$ cat src/rtl/tick_scheduler_if.sv
// Configuration handshake, run-control and tick/status signals of the tick scheduler.
// The master modport is the software-facing side; the slave modport is the scheduler.
interface tick_scheduler_if #(
    parameter int CNT_W   = 26,
    parameter int COUNT_W = 4
);
    logic               cfg_valid;
    logic               cfg_ready;
    logic [CNT_W-1:0]   cfg_div;
    logic [COUNT_W-1:0] cfg_limit;
    logic               cfg_oneshot;
    logic               start;
    logic               stop;
    logic               hold;
    logic               tick;
    logic [COUNT_W-1:0] upcount;
    logic               busy;
    logic               done;

    modport master (
        output cfg_valid, cfg_div, cfg_limit, cfg_oneshot, start, stop, hold,
        input  cfg_ready, tick, upcount, busy, done
    );

    modport slave (
        input  cfg_valid, cfg_div, cfg_limit, cfg_oneshot, start, stop, hold,
        output cfg_ready, tick, upcount, busy, done
    );
endinterface

$ cat src/rtl/tick_scheduler.sv
// Run-control block: a gated prescaler emits one-cycle tick enables and advances a
// small wrapping or one-shot event counter, sequenced by an IDLE/RUN/HOLD/DONE controller.
module tick_scheduler #(
    parameter int               CNT_W     = 26,
    parameter int               COUNT_W   = 4,
    parameter logic [CNT_W-1:0] DIV_RESET = {CNT_W{1'b1}}
) (
    input logic              clk,
    input logic              reset,
    tick_scheduler_if.slave  bus
);

    typedef enum logic [1:0] {
        IDLE = 2'd0,
        RUN  = 2'd1,
        HOLD = 2'd2,
        DONE = 2'd3
    } state_t;

    state_t             state_q, state_next;
    logic [CNT_W-1:0]   presc_q, presc_next;
    logic [COUNT_W-1:0] upcount_q, upcount_next;
    logic               tick_q, tick_next;
    logic               done_q, done_next;
    logic [CNT_W-1:0]   div_q, div_next;
    logic [COUNT_W-1:0] limit_q, limit_next;
    logic               oneshot_q, oneshot_next;

    logic               cfg_fire;
    logic [COUNT_W-1:0] count_wrap;

    assign cfg_fire   = bus.cfg_valid && (state_q == IDLE);
    assign count_wrap = (upcount_q == limit_q) ? '0 : upcount_q + COUNT_W'(1);

    // State register
    always_ff @(posedge clk) begin
        if (!reset) begin
            state_q <= IDLE;
        end else begin
            state_q <= state_next;
        end
    end

    // Datapath and configuration registers
    always_ff @(posedge clk) begin
        if (!reset) begin
            presc_q   <= '0;
            upcount_q <= '0;
            tick_q    <= 1'b0;
            done_q    <= 1'b0;
            div_q     <= DIV_RESET;
            limit_q   <= '1;
            oneshot_q <= 1'b0;
        end else begin
            presc_q   <= presc_next;
            upcount_q <= upcount_next;
            tick_q    <= tick_next;
            done_q    <= done_next;
            div_q     <= div_next;
            limit_q   <= limit_next;
            oneshot_q <= oneshot_next;
        end
    end

    // Next-state logic; within RUN/HOLD stop outranks hold, and hold outranks a tick
    always_comb begin
        state_next   = state_q;
        presc_next   = presc_q;
        upcount_next = upcount_q;
        tick_next    = 1'b0;
        done_next    = 1'b0;
        div_next     = div_q;
        limit_next   = limit_q;
        oneshot_next = oneshot_q;

        if (cfg_fire) begin
            div_next     = bus.cfg_div;
            limit_next   = bus.cfg_limit;
            oneshot_next = bus.cfg_oneshot;
        end

        unique case (state_q)
            IDLE: begin
                presc_next = '0;
                if (bus.start) begin
                    state_next   = RUN;
                    upcount_next = '0;
                end
            end
            RUN, HOLD: begin
                if (bus.stop) begin
                    state_next = IDLE;
                    presc_next = '0;
                end else if (bus.hold) begin
                    state_next = HOLD;
                end else begin
                    state_next = RUN;
                    if (presc_q == div_q) begin
                        presc_next   = '0;
                        tick_next    = 1'b1;
                        upcount_next = count_wrap;
                        if (oneshot_q && (count_wrap == limit_q)) begin
                            state_next = DONE;
                            done_next  = 1'b1;
                        end
                    end else begin
                        presc_next = presc_q + CNT_W'(1);
                    end
                end
            end
            DONE: begin
                state_next = IDLE;
                presc_next = '0;
            end
            default: begin
                state_next = IDLE;
            end
        endcase
    end

    assign bus.cfg_ready = (state_q == IDLE);
    assign bus.busy      = (state_q == RUN) || (state_q == HOLD);
    assign bus.tick      = tick_q;
    assign bus.done      = done_q;
    assign bus.upcount   = upcount_q;

endmodule

$ cat src/flat_wrapper.sv
// flat-port wrapper written by rule: the top's interface ports become plain ports
module tick_scheduler_flat 
#(
    parameter int               CNT_W     = 26,
    parameter int               COUNT_W   = 4,
    parameter logic [CNT_W-1:0] DIV_RESET = {CNT_W{1'b1}}
)
  (clk, reset, bus_cfg_valid, bus_cfg_div, bus_cfg_limit, bus_cfg_oneshot, bus_start, bus_stop, bus_hold, bus_cfg_ready, bus_tick, bus_upcount, bus_busy, bus_done);
  tick_scheduler_if #(.CNT_W(CNT_W), .COUNT_W(COUNT_W)) bus_i ();
  input logic clk;
  input logic reset;
  input wire logic [$bits(bus_i.cfg_valid)-1:0] bus_cfg_valid;
  input wire logic [$bits(bus_i.cfg_div)-1:0] bus_cfg_div;
  input wire logic [$bits(bus_i.cfg_limit)-1:0] bus_cfg_limit;
  input wire logic [$bits(bus_i.cfg_oneshot)-1:0] bus_cfg_oneshot;
  input wire logic [$bits(bus_i.start)-1:0] bus_start;
  input wire logic [$bits(bus_i.stop)-1:0] bus_stop;
  input wire logic [$bits(bus_i.hold)-1:0] bus_hold;
  output wire logic [$bits(bus_i.cfg_ready)-1:0] bus_cfg_ready;
  output wire logic [$bits(bus_i.tick)-1:0] bus_tick;
  output wire logic [$bits(bus_i.upcount)-1:0] bus_upcount;
  output wire logic [$bits(bus_i.busy)-1:0] bus_busy;
  output wire logic [$bits(bus_i.done)-1:0] bus_done;
  assign bus_i.cfg_valid = bus_cfg_valid;
  assign bus_i.cfg_div = bus_cfg_div;
  assign bus_i.cfg_limit = bus_cfg_limit;
  assign bus_i.cfg_oneshot = bus_cfg_oneshot;
  assign bus_i.start = bus_start;
  assign bus_i.stop = bus_stop;
  assign bus_i.hold = bus_hold;
  assign bus_cfg_ready = bus_i.cfg_ready;
  assign bus_tick = bus_i.tick;
  assign bus_upcount = bus_i.upcount;
  assign bus_busy = bus_i.busy;
  assign bus_done = bus_i.done;
  tick_scheduler #(.CNT_W(CNT_W), .COUNT_W(COUNT_W), .DIV_RESET(DIV_RESET)) u_core (.clk(clk), .reset(reset), .bus(bus_i));
endmodule
$ cat config.mk
export PLATFORM = sky130hd
export DESIGN_NAME = tick_scheduler_flat
export DESIGN_NICKNAME = d
export VERILOG_FILES = /design/src/rtl/tick_scheduler_if.sv /design/src/rtl/tick_scheduler.sv /design/src/flat_wrapper.sv
export SDC_FILE = /design/constraint.sdc
export NUM_CORES = 1
export LEC_CHECK = 0
export CELL_PAD_IN_SITES_DETAIL_PLACEMENT = 1
export CELL_PAD_IN_SITES_GLOBAL_PLACEMENT = 1
export CORE_UTILIZATION = 38
export CTS_BUF_LIST = sky130_fd_sc_hd__clkbuf_8
export DETAILED_ROUTE_END_ITERATION = 12
export HOLD_SLACK_MARGIN = 0.06
export PLACE_DENSITY_LB_ADDON = 0.08
export RECOVER_POWER = 25
export SETUP_SLACK_MARGIN = 0.5
export SLEW_MARGIN = 20
export SYNTH_ARGS = -nofsm -noshare
export SYNTH_HDL_FRONTEND = slang
export SYNTH_SLANG_ARGS = --single-unit
$ cat constraint.sdc
create_clock -name clk -period 2.2 [get_ports clk]
set_clock_uncertainty 0.05 [all_clocks]
set_input_delay 0.55 -clock clk [delete_from_list [all_inputs] [get_ports clk]]
set_output_delay 0.55 -clock clk [all_outputs]
set_load 0.01 [all_outputs]
Word-level counts from Yosys, hierarchy flattened
Index checks and enable logic that the tools add are counted.

operators by class
  add/sub/neg operators = 2
  equality and inequality tests = 11
  muxes and demuxes = 18
  bitwise operators = 3
  reduce and logical (&&, ||, !) cells = 10

operators with widths
  operator                                                                  count
  26-bit two-way mux                                                        3
  26-bit case mux with 2 select lines                                       1
  26-bit by 1-bit adder with 26-bit output (second input constant)          1
  26-bit == test                                                            1
  4-bit two-way mux                                                         5
  2-bit two-way mux                                                         5
  4-bit == test                                                             2
  4-bit case mux with 2 select lines                                        1
  2-bit inequality test (second input constant)                             3
  2-bit case mux with 3 select lines                                        1
  5-bit AND reduction                                                       1
  5-bit OR reduction                                                        1
  4-bit by 1-bit adder with 4-bit output (second input constant)            1
  2-bit == test (second input constant)                                     2
  2-bit OR reduction                                                        2
  4-bit OR reduction                                                        1
  3-bit inequality test (second input constant)                             1
  1-bit inverter                                                            3
  2-bit by 1-bit == test with 1-bit output (second input constant)          1
  1-bit logical AND                                                         2
  2-bit logical NOT                                                         1
  1-bit two-way mux                                                         2
  2-bit by 1-bit inequality test with 1-bit output (second input constant)  1
  2-bit nonzero test                                                        1
  1-bit logical OR                                                          1

word-level totals
  bits in registers = 65
  bits of input ports = 37
  output and inout bits = 8
  word-level logic and storage cells = 52

Depth between registers and ports, before layout
  depth after elaboration = 9
  gate-level depth with buffers = 9
  depth with buffers taken out = 8

Worst setup path before layout
Ideal clock, no wire load.

  kind = register to register
  from = register u_core.state_q[1]
  to = register u_core.presc_q[25]
  setup time = 79 ps
  arrival = 2100 ps
  data required time = 2071 ps
  setup slack = -29 ps
  cell stages (with the launch flop) = 10
  buffers on the path = 1
  clock period less this slack = 2229 ps
  path through = dfxtp_1 inv_1 ha_1 inv_1 nor3_2 nand2_1 a21oi_1 buf_2 nand4_1 o211ai_1

on the way
  cells in the longest elaborated chain, start to end = 3
  elaborated cells between the ends (all ways) = 8
  classes of those cells = 4 x eq/ne; 1 x mux; 3 x reduce/logical

RTL lines
  element                                                                       RTL line              RTL
  start, declared                                                               tick_scheduler.sv:20  state_t state_q, state_next;
  start signal, assigned                                                        tick_scheduler.sv:40  state_q <= state_next;
  2-bit == test, or another cell as far along                                   tick_scheduler.sv:82  unique case (state_q)
  2-bit OR reduction, on equally long branches                                  -
  26-bit case mux with 2 select lines or 3-bit inequality test (tied branches)  -
  end signal, assigned                                                          tick_scheduler.sv:55  presc_q <= presc_next;
  end, declared                                                                 tick_scheduler.sv:21  logic [CNT_W-1:0] presc_q, presc_next;

Several ways; a longest one is shown, not always the timed one.
A chain may end at the register's enable or synchronous reset.

Worst setup path in the final report
  from = register u_core.presc_q[11]
  to = register u_core.state_q[1]

on the way
  cells in the longest elaborated chain, start to end = 5

RTL lines
  element                             RTL line              RTL
  26-bit == test                      tick_scheduler.sv:98  if (presc_q == div_q) begin
  2-bit two-way mux                   tick_scheduler.sv:98
  2-bit two-way mux                   tick_scheduler.sv:94  end else if (bus.hold) begin
  2-bit two-way mux                   tick_scheduler.sv:91  if (bus.stop) begin
  2-bit case mux with 3 select lines  tick_scheduler.sv:82

Every way passes these cells.

==> metrics.yaml <==
grt_max_degree: 32
fillers: 934
globalRoute.totalOverflow: 0
drc: 0
crit_start: "u_core.presc_q[11]"
num_vias: 3750
endpoint_kind: "flip-flop"
placed_area_um2: 4180
routed_wirelength_um: 15000
area_growth_pct: 63.7
ys_seq_area_share_pct: 39.5
ant_nets: 0
powerDensity_nw_per_um2: 534
die_area_um2: 9040
yosys_warnings: 0
core_area_um2: 8300
port_buffers: 44
violations: "negative setup slack"
numCtsBuffers: 9
hold_class: "flip-flop to flip-flop"
p_leak_nw: 2.24
crit_chain: "xnor2_2 -> nand4_1 -> nor3_4 -> buf_4 -> a41oi_2 -> o41ai_2"
r2r_start: "u_core.presc_q[11]"
final_util_pct: 64.9
dp.final_hpwl_um: 7490
clk_path_buf_depth: 2
slew_viol_final: 0
worst_slack_ps: -196
power_frac_comb_pct: 17.8
dieWidth_um: 95.1
grt_pass1_vias: 3748
p_switching_uw: 843
diodes: 0
die_y_um: 95.1
dp_cells: 586
clk_latency_ps: 360
hold_depth: 2
maxCapViolCount: 0
synth-edff-count: 0
seq_power_share_pct: 44.8
grt_pass1_wl_um: 19400
num_rows: 33
cts_hold_buf: 0
cp_num_cells: 6
grt_setup_unrepaired: "yes"
first_pass_iters: 4
rr_worst_depth: 6
drt_iter0_markers: 181
p_sw_share_pct: 29.3
start_util_pct: 39.7
viasPerCell: 5.80
synthTopCellsByArea: "dfxtp_1, nand2_1, xnor2_1, nand3_1, a21oi_1"
synthFlopType: "dfxtp_1"
fin_crit_ps: 2400
antenna_found_initial: 0
cts_tree: "built"
p_clk_share_pct: 37.4
max-vdd-ir-drop_mv: 0.305
cellInternalPower_mw: 2.03
synth.top_cell.area_share_pct: 39.5
fin_area_um2: 5390
cts-root-buf: "clkbuf_8"
avgRoutedWirePerCell_um: 23.2
finalSetupViolCount: 1
crit_path_start_kind: "flip-flop"
fin_nets: 578
worst_ep_arrival_time_ps: 2550
async_reset_ff_share_pct: 0
syn-instance-count: 423
slew_headroom_pct: 49.6
path_clk_slew_ps: 80
period_share_pct: 109
drive_gt1_share_pct: 39.2
crit_type: "flip-flop to flip-flop"
fmax_mhz: 417
instances_no_fill: 646
grt_usage_pct: 29.3
clkSinkCount: 65
final_common_cell: "nand2_1"
cts.htree.levels: 3
cp.required_ps: 2350
final_cell_mix: "nand2_1, buf_4, nand3_1"
crit_buf_inv: 1
ys_ff_latch: 65
cpPeakStageDelay_ps: 570
crit_family: "compound AO/OA/AOI/OAI gates"
synth_largest_area_cell: "dfxtp_1"
synth.avg_cell_area_um2: 7.78
hp-start: "u_core.div_q[4]"
tightest_slew_ps: 755
synth_nets: 465
path_max_fanout: 4
crit_slowest_cell: "o41ai_2"
whs_ps: 433
regToRegSetupSlack_ps: -200
status: "finished with violations"
io_pins: 45
final-hold-violation-count: 0
gp_congestion: 0.814
yosysUniqueCellTypes: 45
synthesis.area_um2: 3290
==> routing by layer <==
layer / wire, µm / global-route usage (%) / vias to the layer above
li1: - / - / 1688
met1: 5950 / 34.2 / 1833
met2: 7400 / 50.2 / 162
met3: 871 / 6.30 / 67
met4: 759 / 14.8 / 0
met5: 0 / 0 / -
==> Yosys cell counts (6+ instances only) <==
master	number
nand2_1	109
dfxtp_1	65
nand3_1	49
xnor2_1	33
nor2_1	20
a21oi_1	15
o21ai_0	15
clkbuf_1	14
nand4_1	12
inv_1	9
nor3_1	8
mux2i_1	7
and3_1	6
==> kinds of logic (layout without fill, tap and decap cells) <==
group           after synthesis  count (layout)  share of synthesized area, %
mux                           7               7                          2.13
compound gates               54              54                          10.5
simple gates                227             228                          32.4
flops                        65              65                          39.5
fa+ha+maj                     5               5                          1.90
xor+xnor                     36              36                          9.81
buf+inv                      29             146                          3.72
==> area by class of cell <==
class / instances / area, µm² / share of cell area [%]
multi-input combinational: 330 / 2460 / 45.6
sequential: 65 / 1370 / 25.3
timing repair buffer: 121 / 1190 / 22.2
clock buffer: 10 / 138 / 2.55
tap: 105 / 131 / 2.44
clock inverter: 6 / 58.8 / 1.09
inverter: 9 / 41.3 / 0.766
==> path summary, 6_finish.rpt <==
check / endpoint
max: u_core.state_q[1]
min: u_core.div_q[4]
max reg2reg: u_core.state_q[1]
min reg2reg: u_core.div_q[4]
==> sequential cells by signal, indices dropped and copies added (netlist names) <==
signal	flops
u_core.bus.done	1
u_core.state_q	2
u_core.div_q	26
u_core.oneshot_q	1
u_core.limit_q	4
u_core.bus.tick	1
u_core.bus.upcount	4
u_core.presc_q	26
==> timing repair <==
action,4_1_cts,5_1_grt
cloned,3,1
buffers inserted,24,16
resized for setup,82,90
setup endpoints to repair,41,36
pin swaps,23,35
==> power groups by stage <==
stage,Sequential [mW],Clock (mW),Combinational (mW)
detailed placement,1.31,0,0.390
global route,1.30,1.15,0.552
CTS,1.28,1.06,0.453
floorplan,1.30,0,0.231
global placement,1.31,0,0.374
finish,1.29,1.08,0.511
==> tightest hold or removal path: cells and delay by family, from the launching register on <==
family / cells / cell delay, ps
flops: 1 / 320
simple gates: 2 / 120
==> metrics by stage <==
stage | setup WS [ps] | power (mW) | setup TNS (ps)
floorplan | 275 | 1.53 | 0
global placement | 66.6 | 1.68 | 0
detailed placement | 16.2 | 1.70 | 0
CTS | 248 | 2.79 | 0
global route | -359 | 3.00 | -406
finish | -196 | 2.88 | -196
(Power assumes the default switching activity.)
==> RTL edit, RTL diff (config.mk and constraints unchanged) <==
`CNT_W` is set to 26 in 3 places; all go to 30.
--- a/src/rtl/tick_scheduler_if.sv
+++ b/src/rtl/tick_scheduler_if.sv
@@ -2,5 +2,5 @@
 // The master modport is the software-facing side; the slave modport is the scheduler.
 interface tick_scheduler_if #(
-    parameter int CNT_W   = 26,
+    parameter int CNT_W   = 30,
     parameter int COUNT_W = 4
 );
--- a/src/rtl/tick_scheduler.sv
+++ b/src/rtl/tick_scheduler.sv
@@ -2,5 +2,5 @@
 // small wrapping or one-shot event counter, sequenced by an IDLE/RUN/HOLD/DONE controller.
 module tick_scheduler #(
-    parameter int               CNT_W     = 26,
+    parameter int               CNT_W     = 30,
     parameter int               COUNT_W   = 4,
     parameter logic [CNT_W-1:0] DIV_RESET = {CNT_W{1'b1}}
--- a/src/flat_wrapper.sv
+++ b/src/flat_wrapper.sv
@@ -2,5 +2,5 @@
 module tick_scheduler_flat 
 #(
-    parameter int               CNT_W     = 26,
+    parameter int               CNT_W     = 30,
     parameter int               COUNT_W   = 4,
     parameter logic [CNT_W-1:0] DIV_RESET = {CNT_W{1'b1}}
Interface: changed (resized bus_cfg_div); port bits go from 45 to 49. The function was not compared with the original's and may differ.
==> RTL edit against the original RTL <==
Total power grew 14%. Cell area grew 5.6%. Wire length shrank 9.0%. Largest power group unchanged. Synthesized area grew 13%. Sequential power grew 13%. Clock power grew 20%. Highest routed layer unchanged. Largest cell class unchanged. Sequential cell count grew 8. Hold slack is essentially flat. Setup slack gained 0.36 ns. Sequential share of layout area grew 1.5 points.
==> RTL edit: results (changes against the original RTL) <==
* Place WS at -0.01145 ns (-0.02764 ns)
* Largest net degree at the start of global routing at 36 (+13%)
* Via count at 3774 (+0.64%)
* Placed instance area at 4696 µm² (+12%)
* Leak at 2.323 nW (+3.9%)
* Met1 GRT Util at 31.38% (-2.8 points)
* First-pass GRT wire length at 20220 µm (+4.1%)
* Delay of the slowest cell on the worst path at 0.39 ns (-0.18 ns)
* Initial DRC Count at 145 (-20%)
* Req. time, crit path at 2.42 ns (+0.07 ns)
* Nets at 607 (+5.0%)
* Synth area leaders: dfxtp_1 39%, nand2_1 11%, xnor2_1 9.7%
* Routing usage on met3 at 5.340% (-0.96 points)
* Crit-path slowest cell: dfxtp_1
* Internal cell power at 2.398 mW (+18%)
* Critical Path Fanout Max at 8 (+4)
* Cells after DPL at 643 (+9.7%)
* Worst slew pin tran at 0.7490 ns (-0.005877 ns)
* GP Congestion at 0.8519 (+4.7%)
* Syn Area/Cell at 8.229 µm² (+5.7%)
* Wire length per cell at 19.61 µm (-15%)
* Share of layout cells above drive strength 1 at 35.16% (-4.0 points)
* GR met2 Demand/Resource at 48.47% (-1.7 points)
* Final WL at 13630 µm (-9.0%)
* Critical path's top delay family: simple AND/OR/NAND/NOR gates
* Cell variety after synth at 46 (+2.2%)
* IO buf count at 48 (+9.1%)
* Status: completed
* CTS resizes at 77 (-6.1%)
* GRT Overall Usage at 26.58% (-2.7 points)
* Vias in the first global route at 3934 (+5.0%)
* Post-DP HPWL at 8476 µm (+13%)
* Sequential share of the synthesized area at 39.38% (-0.15 points)
* Biggest regs: u_core.div_q: 30 flops, u_core.presc_q: 30 flops
* Top post-synthesis cells by count: 106 x nand2_1, 73 x dfxtp_1, 58 x nand3_1
## RTL edit: changes by cell type in the layout (fill, tap and decap cells not counted), moves of 5 or more
cell / unedited run / this run
buf_4: 51 / 45
clkdlybuf4s50_1: 34 / 39
buf_6: 15 / 22
o21ai_2: 8 / 1
o21ai_0: 4 / 9
dfxtp_1: 34 / 39
nand3_1: 41 / 48
xnor2_1: 16 / 27
## RTL edit: power by group through the flow
stage	combinational (mW)	sequential, mW	clock (mW)
after global routing	0.562	1.47	1.39
after global placement	0.419	1.48	0
after CTS	0.479	1.45	1.30
after floorplan	0.256	1.46	0
final	0.513	1.46	1.30
after detailed placement	0.431	1.48	0
## RTL edit: logic make-up after synthesis
family / synth area share, %
and+or+nand+nor: 31.02
DFF: 39.38
AOI/OAI and AO/OA: 10.05
xor gates and xnor gates: 10.62
buffers and inverters: 3.979
muxes: 3.270
adders and majority gates: 1.686
## RTL edit: path summary, 6_finish.rpt
check               startpoint                  to  slack, ns  cells past startpoint
max          u_core.state_q[0]  u_core.presc_q[26]       0.16                      9
min           u_core.oneshot_q    u_core.oneshot_q       0.43                      2
max reg2reg  u_core.state_q[0]  u_core.presc_q[26]       0.16                      9
min reg2reg   u_core.oneshot_q    u_core.oneshot_q       0.43                      2
## RTL edit: layout make-up
cell class | instances | area, µm²
Fill cell | 1108 | 3680
Multi-Input combinational cell | 346 | 2522
Inverter | 7 | 31.28
Timing Repair Buffer | 124 | 1215
Sequential cell | 73 | 1526
Clock inverter | 7 | 111.4
Tap cell | 129 | 161.4
Clock buffer | 9 | 123.9
## RTL edit: layer usage
| metal | wire length, µm | vias up |
|---|---|---|
| li1 | - | 1777 |
| met1 | 5695 | 1878 |
| met2 | 7117 | 97 |
| met3 | 491 | 22 |
| met4 | 324 | 0 |
| met5 | 0 | - |
